[src/rtl/ls240_bus_arbiter.sv]
// ls240_bus_arbiter
//   Round-robin arbiter that shares one tristate bus between NREQ requesters.
//   Each requester drives the bus through its own sn74ls240-style octal
//   buffer. The active-low gnt_/oe_ strobes go to the buffers' g1_/g2_ pins.
//   Between two owners there are always at least DEAD cycles in which no
//   buffer drives the bus (break-before-make).
//
//   Optional feature (macro ARB_HOLD_LIMIT_EN): the owner is forced off the
//   bus after MAXHOLD ownership cycles, but only if another requester is
//   waiting. Without the macro there is no tenure limit and no tenure counter.
//
// Ports
//   clk    in   1     rising-edge clock
//   clr_   in   1     asynchronous active-low reset
//   req_   in   NREQ  active-low bus requests (X/Z counts as not requesting)
//   gnt_   out  NREQ  active-low grant, one-hot-low or all high
//   oe_    out  NREQ  active-low buffer output enable, one-hot-low or all high
//   busy   out  1     high while a requester is in turnaround or owns the bus
//   owner  out  OWNW  index of the granted requester, 0 when idle
module ls240_bus_arbiter #(
  parameter int NREQ    = 4,
  parameter int DEAD    = 1,
`ifdef ARB_HOLD_LIMIT_EN
  parameter int MAXHOLD = 8,
`endif
  parameter int OWNW    = 2
) (
  input  logic            clk,
  input  logic            clr_,
  input  logic [NREQ-1:0] req_,
  output logic [NREQ-1:0] gnt_,
  output logic [NREQ-1:0] oe_,
  output logic            busy,
  output logic [OWNW-1:0] owner
);

  typedef enum logic [1:0] {
    ST_IDLE = 2'd0,
    ST_TURN = 2'd1,
    ST_OWN  = 2'd2
  } state_t;

  state_t          state_r, state_nxt_s;
  logic [OWNW-1:0] win_r, win_nxt_s;
  logic [OWNW-1:0] ptr_r, ptr_nxt_s;
  logic [OWNW-1:0] pick_s;
  logic [3:0]      dead_r, dead_nxt_s;
  logic [NREQ-1:0] act_s, others_s;
  logic [NREQ-1:0] gnt_r, gnt_nxt_s;
  logic [NREQ-1:0] oe_r, oe_nxt_s;
  logic            busy_r;
  logic [OWNW-1:0] owner_r;
  logic            win_act_s;
  logic            rel_s;
`ifdef ARB_HOLD_LIMIT_EN
  logic [7:0]      ten_r, ten_nxt_s;
`endif

  // One-hot bit for a requester index.
  function automatic logic [NREQ-1:0] onehot(input logic [OWNW-1:0] idx);
    onehot = {{(NREQ-1){1'b0}}, 1'b1} << idx;
  endfunction

  // First active requester searching upward from ptr, wrapping modulo NREQ.
  function automatic logic [OWNW-1:0] rr_pick(input logic [NREQ-1:0] act,
                                              input logic [OWNW-1:0] ptr);
    logic            found;
    int              idx;
    logic [NREQ-1:0] sh;
    rr_pick = '0;
    found   = 1'b0;
    for (int k = 0; k < NREQ; k++) begin
      idx = (int'(ptr) + k) % NREQ;
      sh  = act >> idx;
      if (!found && sh[0]) begin
        rr_pick = OWNW'(idx);
        found   = 1'b1;
      end else begin
        found = found;
      end
    end
  endfunction

  // Only a clean low counts as a request; X or Z is ignored.
  for (genvar g = 0; g < NREQ; g++) begin : g_act
    assign act_s[g] = (req_[g] === 1'b0);
  end

  assign win_act_s = |(act_s & onehot(win_r));
  assign others_s  = act_s & ~onehot(win_r);
  // After entering OWN the pointer sits just past the owner, so the owner
  // is last in line; picking over all requests never re-selects a preempted
  // owner while someone else is waiting.
  assign pick_s    = rr_pick(act_s, ptr_r);

`ifdef ARB_HOLD_LIMIT_EN
  // >= rather than == so a requester arriving after the limit still preempts.
  assign rel_s = !win_act_s || ((ten_r >= 8'(MAXHOLD)) && (|others_s));
`else
  assign rel_s = !win_act_s;
`endif

  // Next-state and next-output decode.
  always_comb begin
    state_nxt_s = state_r;
    win_nxt_s   = win_r;
    ptr_nxt_s   = ptr_r;
    dead_nxt_s  = dead_r;
    gnt_nxt_s   = '1;
    oe_nxt_s    = '1;
`ifdef ARB_HOLD_LIMIT_EN
    ten_nxt_s   = ten_r;
`endif
    case (state_r)
      ST_IDLE: begin
        if (|act_s) begin
          state_nxt_s = ST_TURN;
          win_nxt_s   = pick_s;
          gnt_nxt_s   = ~onehot(pick_s);
          dead_nxt_s  = 4'(DEAD);
        end else begin
          state_nxt_s = ST_IDLE;
        end
      end
      ST_TURN: begin
        if (!win_act_s) begin
          // Winner withdrew before driving: hand over or go idle.
          if (|act_s) begin
            state_nxt_s = ST_TURN;
            win_nxt_s   = pick_s;
            gnt_nxt_s   = ~onehot(pick_s);
            dead_nxt_s  = 4'(DEAD);
          end else begin
            state_nxt_s = ST_IDLE;
          end
        end else if (dead_r == 4'd1) begin
          state_nxt_s = ST_OWN;
          gnt_nxt_s   = ~onehot(win_r);
          oe_nxt_s    = ~onehot(win_r);
          ptr_nxt_s   = (win_r == OWNW'(NREQ - 1)) ? '0 : win_r + OWNW'(1);
`ifdef ARB_HOLD_LIMIT_EN
          ten_nxt_s   = 8'd1;
`endif
        end else begin
          dead_nxt_s = dead_r - 4'd1;
          gnt_nxt_s  = ~onehot(win_r);
        end
      end
      ST_OWN: begin
        if (rel_s) begin
          if (|others_s) begin
            state_nxt_s = ST_TURN;
            win_nxt_s   = pick_s;
            gnt_nxt_s   = ~onehot(pick_s);
            dead_nxt_s  = 4'(DEAD);
          end else begin
            state_nxt_s = ST_IDLE;
          end
        end else begin
          gnt_nxt_s = ~onehot(win_r);
          oe_nxt_s  = ~onehot(win_r);
`ifdef ARB_HOLD_LIMIT_EN
          ten_nxt_s = (ten_r == 8'd255) ? ten_r : ten_r + 8'd1;
`endif
        end
      end
      default: begin
        state_nxt_s = ST_IDLE;
      end
    endcase
  end

  // State, counters and registered outputs; clr_ releases the bus at once.
  always_ff @(posedge clk or negedge clr_) begin
    if (!clr_) begin
      state_r <= ST_IDLE;
      win_r   <= '0;
      ptr_r   <= '0;
      dead_r  <= 4'd0;
      gnt_r   <= '1;
      oe_r    <= '1;
      busy_r  <= 1'b0;
      owner_r <= '0;
`ifdef ARB_HOLD_LIMIT_EN
      ten_r   <= 8'd0;
`endif
    end else begin
      state_r <= state_nxt_s;
      win_r   <= win_nxt_s;
      ptr_r   <= ptr_nxt_s;
      dead_r  <= dead_nxt_s;
      gnt_r   <= gnt_nxt_s;
      oe_r    <= oe_nxt_s;
      busy_r  <= (state_nxt_s != ST_IDLE);
      owner_r <= (state_nxt_s == ST_IDLE) ? '0 : win_nxt_s;
`ifdef ARB_HOLD_LIMIT_EN
      ten_r   <= ten_nxt_s;
`endif
    end
  end

  assign gnt_  = gnt_r;
  assign oe_   = oe_r;
  assign busy  = busy_r;
  assign owner = owner_r;

endmodule

[config.mk]
export PLATFORM = sky130hd
export DESIGN_NAME = ls240_bus_arbiter
export DESIGN_NICKNAME = d
export VERILOG_FILES = /design/src/rtl/ls240_bus_arbiter.sv
export SDC_FILE = /design/constraint.sdc
export NUM_CORES = 1
export LEC_CHECK = 0
export CAP_MARGIN = 20
export CORE_MARGIN = 4
export CORE_UTILIZATION = 40
export DETAILED_ROUTE_END_ITERATION = 12
export PLACE_DENSITY_LB_ADDON = 0.2
export SLEW_MARGIN = 20
export SYNTH_ARGS = -nofsm -noshare
export SYNTH_HDL_FRONTEND = slang
export SYNTH_SLANG_ARGS = --single-unit
export TNS_END_PERCENT = 1
[constraint.sdc]
create_clock -name clk -period 3.1 [get_ports clk]
set_clock_uncertainty 0.2 [all_clocks]
set_input_delay 0.62 -clock clk [delete_from_list [all_inputs] [get_ports clk]]
set_output_delay 0.62 -clock clk [all_outputs]
set_load 0.02 [all_outputs]
==> results of run 1 <==
## critical path, cell delays in order
cell and delay [ps]:
clkdlybuf4s50_1 520, nand2b_1 210, and4_1 190, buf_4 170, or4_1 420, nand2_1 90
nor2_1 40, a221o_1 260
## worst paths after layout
check                                from   endpoint  slack (ps)  depth (start not counted)
worst min register to register  dead_r[1]  dead_r[1]         340                          2
min in group asynchronous            clr_  dead_r[2]         650                          1
worst max register to register   win_r[0]  dead_r[3]         580                          9
worst max-delay path              req_[1]  dead_r[3]         520                          8
worst min-delay path            dead_r[1]  dead_r[1]         340                          2
max in group asynchronous            clr_    gnt_[1]        1380                          2
## registers in the layout, indices dropped and copies added, names as in the netlist
name     count
busy         1
dead_r       4
gnt_         4
oe_          4
owner        2
ptr_r        2
state_r      2
win_r        2
## cell type report
type / instances / area [um2]
inverters: 10 / 37.5
flip-flops and latches: 21 / 536
fillers: 330 / 1720
clock buffers: 4 / 45.0
multi-input cells: 121 / 848
well taps: 46 / 57.6
repair buffers: 21 / 198
## Yosys cell counts, drive strengths merged
| library cell | number |
|---|---|
| a32oi | 1 |
| a2bb2oi | 1 |
| o21a | 2 |
| a31o | 1 |
| nand2b | 5 |
| nand2 | 17 |
| or2 | 2 |
| dfstp | 8 |
| nor3 | 4 |
| o31a | 1 |
| nand4 | 2 |
| nor2b | 1 |
| nor4 | 1 |
| nand3b | 2 |
| clkbuf | 3 |
| o311ai | 1 |
| a22oi | 1 |
| o21bai | 1 |
| a221o | 1 |
| nor3b | 1 |
| ha | 11 |
| a211o | 2 |
| o2111ai | 3 |
| or4 | 1 |
| nor2 | 7 |
| buf | 5 |
| o31ai | 2 |
| a21o | 1 |
| a211oi | 3 |
| inv | 10 |
| dfrtp | 13 |
| and4 | 1 |
| o221ai | 3 |
| o22ai | 2 |
| o2bb2ai | 1 |
| a311oi | 2 |
| a21oi | 11 |
| o21ai | 14 |
| and3 | 4 |
| a32o | 1 |
| a31oi | 1 |
| mux2 | 2 |
| nand3 | 4 |
## cell families (layout without fill, tap and decap cells)
family	after synthesis	count (layout)	share of synthesized area
buffers and inverters	18	35	0.0635
muxes	2	2	0.0152
DFF	21	21	0.362
adders and majority gates	11	11	0.0931
and+or+nand+nor	52	52	0.187
AOI/OAI and AO/OA	56	56	0.279
## layer usage
metal / wire length, um / vias up / GRT usage / share of wire
met2: 1650 / 46 / 0.256 / 0.48
met1: 1510 / 604 / 0.200 / 0.44
li1: - / 630 / - / -
met5: 0 / - / 0 / 0
met4: 55 / 0 / 0.0608 / 0.016
met3: 230 / 8 / 0.0470 / 0.067
## placed cells by master, fill, tap and decap left out, drive strengths merged, types with 2 or more instances in the layout
cell,netlist,final
nand2,17,17
clkdlybuf4s50,0,16
o21ai,14,14
dfrtp,13,13
a21oi,11,11
ha,11,11
inv,10,10
dfstp,8,8
nor2,7,7
buf,5,5
nand2b,5,5
nand3,4,4
nor3,4,4
and3,4,4
clkbuf,3,4
o221ai,3,3
o2111ai,3,3
a211oi,3,3
nand4,2,2
o21a,2,2
or2,2,2
a211o,2,2
o22ai,2,2
nand3b,2,2
a311oi,2,2
o31ai,2,2
mux2,2,2
## per-stage QoR
| stage | instance area, um2 | std cells | total power [mW] | hold slack [ps] | worst slack, ps |
|---|---|---|---|---|---|
| 2_1_floorplan | 1480 | 160 | 1.53 | 124 | 825 |
| 6_report | 1720 | 223 | 2.07 | 337 | 518 |
| 5_1_grt | 1720 | 223 | 2.26 | 372 | 372 |
| 3_5_place_dp | 1680 | 219 | 1.89 | 327 | 264 |
| 3_3_place_gp | 1680 | 219 | 1.88 | 332 | 305 |
| 4_1_cts | 1720 | 223 | 2.08 | 345 | 538 |
## power by group through the flow
stage / combinational (mW) / clock (mW) / sequential, mW
6_report: 1.38 / 0.175 / 0.520
4_1_cts: 1.37 / 0.183 / 0.520
2_1_floorplan: 0.936 / 0 / 0.597
3_5_place_dp: 1.36 / 0 / 0.526
5_1_grt: 1.53 / 0.195 / 0.535
3_3_place_gp: 1.35 / 0 / 0.524
==> metrics.txt, run 1 <==
status completed; Worst Path Required 3050 ps; mapped cell area 0.00148 mm2; first-pass GRT wire length 5540 um; # resized after CTS 0; Core Area 0.00344 mm2; Final Util 0.500; hold crit path type flip-flop to flip-flop; Synth Warn # 0; Yosys cell types 51; pwr/cell area 1200 mW/mm2; Max Fanout on Critical Path 8; CP arrival 2530 ps; setup TNS 0 ps; n_diodes 0; CTS tree done; fmax 387 MHz; CTS Sinks 21; H-tree depth 1; initial antenna violation count 0; Port Buffers 16; worst-skew pair later-pin latency 260 ps; Ports 17; Starting Density 0.429; largest cells by area after synthesis dfrtp_1 (22%), dfstp_2 (14%), ha_1 (9.3%), nand2_1 (4.3%), a21oi_1 (3.7%); Power Internal 1.09 mW; element type at the critical path start primary input; buffer count from post-CTS setup fixing 0; WL final 3440 um; worst slew pin tran 868 ps; Max transition margin 0.419; Vias 1288; area delta synth->final 16.5%; layout net count 195; final antenna-violating net count 0; fraction of layout cells with a size suffix above 1 0.141; Die Ht 68.8 um; vias in the first global route 1206; Switching Share 0.472; CTS Buf Count 3; total track usage 0.159; unrepaired setup endpoints after global routing false; min cycle time layout 2580 ps; per-cell routed wire length 15.4 um; Comb pwr share 0.665; P_sw 0.978 mW; chip width 68.8 um; DRC Markers 0; Synth top area share 0.220; hold-fix buffers at CTS 0; Die ar. 0.00473 mm2; Synth Area per Inst 9.24 um2; endpoints failing setup 0; row count 21; Final Hold Fails 0; Placer Congestion 0.878; register bit total from synthesis 21; max cap viols 0; max-slew violation count 0; Synth Instances 160; Iter 0 DRT Violations 94; global route overflow 0; Clock Root Buffer clkbuf_8; LEAKAGE 0.716 nW; Reg power frac 0.251; hpwl dp 2630 um; area leader, netlist dfrtp_1; Clk pwr share 0.084; post-synthesis sequential area ratio 0.362; CP Class primary input to flip-flop; CTS max path bufs 2; Peak VDD IR 477 uV; largest net degree at the start of global routing 20; TritonRoute pass-1 iters 4; Synth Net Count 177; crit share post-route 0.833; CTS clk-pin slew, worst paths 70 ps; endpoint kind of the worst setup timing path flip-flop; Via density 5.78
No activity file was read; power rests on OpenSTA's default activity.
==> inputs of run 2 (changes only) <==
==> constraint.sdc (replaced) <==
create_clock -name clk -period 2.1 [get_ports clk]
set_clock_uncertainty 0.2 [all_clocks]
set_input_delay 0.42 -clock clk [delete_from_list [all_inputs] [get_ports clk]]
set_output_delay 0.42 -clock clk [all_outputs]
set_load 0.02 [all_outputs]
==> run 2 against run 1 <==
Cell area is 24% higher. Final cell count is 15% higher. Register-to-register slack worse by 640 ps. The flow now finishes with violations (negative setup slack). Count of clock-buffer cells in the layout is 1 lower. Utilization is 12 points higher. Flip-flop and latch count stayed put. Critical path depth is 1 lower. First-iteration DRC count is 17% higher. Non-clock buffer count is 33 higher. Die area stayed put.
==> metrics.txt, run 2 (synthesis results as in run 1) <==
Die Ht 68.8 um (unchanged); global route overflow 0 (unchanged); TritonRoute pass-1 iters 4 (unchanged); first-pass GRT wire length 6670 um (was 5540 um); layout net count 228 (was 195); max cap viols 0 (unchanged); CTS Sinks 21 (unchanged); Clock Root Buffer clkbuf_8 (unchanged); Core Area 0.00344 mm2 (unchanged); endpoint kind of the worst setup timing path flip-flop (unchanged); vias in the first global route 1413 (was 1206); Ports 17 (unchanged); Worst Path Required 2070 ps (was 3050 ps); CP cell instances clkdlybuf4s50_1 > nand2b_1 > nand4_1 > buf_6 > a32oi_1 > a31oi_2 > or2_1 (was clkdlybuf4s50_1 > nand2b_1 > and4_1 > buf_4 > or4_1 > nand2_1 > nor2_1 > a221o_1); # fillers 296 (was 330); most frequent cells in the layout buf_4 (35), nand2_1 (17), clkdlybuf4s50_1 (16) (was nand2_1 (17), clkdlybuf4s50_1 (16), dfrtp_1 (13)); largest net degree at the start of global routing 22 (was 20); Via density 5.62 (was 5.78); slowest stage delay, CP 540 ps (was 520 ps); min cycle time layout 2160 ps; Place WS -425 ps (was 264 ps); worst-skew pair later-pin latency 270 ps (was 260 ps); CP max-delay cell clkdlybuf4s50_1 (unchanged); setup TNS -277 ps (was 0 ps); Vias 1438 (was 1288); total track usage 0.192 (was 0.159); status complete, but fails checks (was completed); hpwl dp 3080 um (was 2630 um); metal1 wirelength 1840 um (was 1510 um); Peak VDD IR 934 uV (was 477 uV); CTS clk-pin slew, worst paths 80 ps (was 70 ps); met3 wire len 257 um (was 230 um); Top Layer Used met4 (unchanged); P_sw 1.75 mW (was 0.978 mW); endpoints failing setup 8 (was 0); row count 21 (unchanged); commonest non-fill, non-tap cell in the layout buf_4 (was nand2_1); Placer Congestion 1.02 (was 0.878); hold crit path type primary input to asynchronous set/reset pin (was flip-flop to flip-flop); failing checks negative setup slack; Starting Density 0.429 (unchanged); Comb pwr share 0.726 (was 0.665); Max Fanout on Critical Path 6 (was 8); final antenna-violating net count 0 (unchanged); crit share post-route 1.03; fraction of layout cells with a size suffix above 1 0.400 (was 0.141); fin worst setup slack -62.5 ps (was 518 ps); CP arrival 2130 ps (was 2530 ps); Final Hold Fails 0 (unchanged); Final Util 0.619 (was 0.500); WL final 4050 um (was 3440 um); per-cell routed wire length 15.8 um (was 15.4 um); Die ar. 0.00473 mm2 (unchanged); H-tree depth 1 (unchanged); fmax 462 MHz; CP Class primary input to flip-flop (unchanged); Clk pwr share 0.072 (was 0.084); worst slew pin tran 487 ps (was 868 ps); Iter 0 DRT Violations 110 (was 94); Port Buffers 16 (unchanged); Switching Share 0.445 (was 0.472); register area 538 um2 (was 536 um2); max-slew violation count 0 (unchanged); metal2 WL 1860 um (was 1650 um); n_diodes 0 (unchanged); Power Internal 2.17 mW (was 1.09 mW); hold-fix buffers at CTS 0 (unchanged); CTS Buf Count 3 (unchanged); area delta synth->final 44.1% (was 16.5%); element type at the critical path start primary input (unchanged); pwr/cell area 1840 mW/mm2 (was 1200 mW/mm2); Worst setup startpoint req_[0] (was req_[1]); Max transition margin 0.673 (was 0.419); unrepaired setup endpoints after global routing true (was false); CTS max path bufs 2 (unchanged); area of the multi-input gates 991 um2 (was 848 um2); chip width 68.8 um (unchanged); Reg power frac 0.202 (was 0.251); LEAKAGE 0.903 nW (was 0.716 nW); Critical R2R Launch win_r[0] (unchanged); DRC Markers 0 (unchanged); initial antenna violation count 0 (unchanged); CTS tree done (unchanged)
-- run 2: per-layer routing --
| layer | global-route usage | vias to the layer above |
|---|---|---|
| met2 | 0.294 | 53 |
| met3 | 0.0373 | 9 |
| met5 | 0 | - |
| met4 | 0.0852 | 0 |
| met1 | 0.260 | 686 |
| li1 | - | 690 |
-- run 2: path summary, 6_finish.rpt --
path	slack [ps]	cells after the start	to
max reg2reg	-60	8	busy
max in group asynchronous	1140	2	gnt_[3]
max	-60	7	busy
min reg2reg	340	2	dead_r[1]
min in group clk	340	2	dead_r[1]
min	290	2	dead_r[3]
-- run 2: final cells by class --
cell class                 instances  area share
sequential                        21       0.253
timing repair buffer              54       0.214
clock buffer                       3      0.0194
multi-input combinational        121       0.465
clock inverter                     1     0.00235
tap                               46      0.0270
inverter                          10      0.0188
-- run 2: through the flow --
step           instance area (um2)  cells  hold WS [ps]  power (mW)
2_1_floorplan                 1530    160         -75.6        2.34
3_3_place_gp                  1950    249           321        3.29
3_5_place_dp                  1950    249           335        3.32
4_1_cts                       2060    255           300        3.76
5_1_grt                       2130    256           306        4.20
6_report                      2130    256           285        3.92
-- run 2: worst max-delay path, delay by kind of cell --
kind	cells	cell delay, ps
buffers and inverters	2	730
AND/OR/NAND/NOR	3	550
AO/OA/AOI/OAI	2	420
-- run 2: power by group through the flow --
stage,sequential [mW],clock [mW],combinational [mW]
finish,0.792,0.282,2.84
floorplan,0.900,0,1.44
detailed placement,0.801,0,2.52
global placement,0.791,0,2.50
CTS,0.794,0.286,2.68
global route,0.817,0.302,3.09
-- run 2: repair_timing --
item | in CTS | in global routing
buffers inserted | 3 | 1
endpoints found under the setup margin | 13 | 14
resized for setup | 15 | 12
pin swaps | 7 | 4
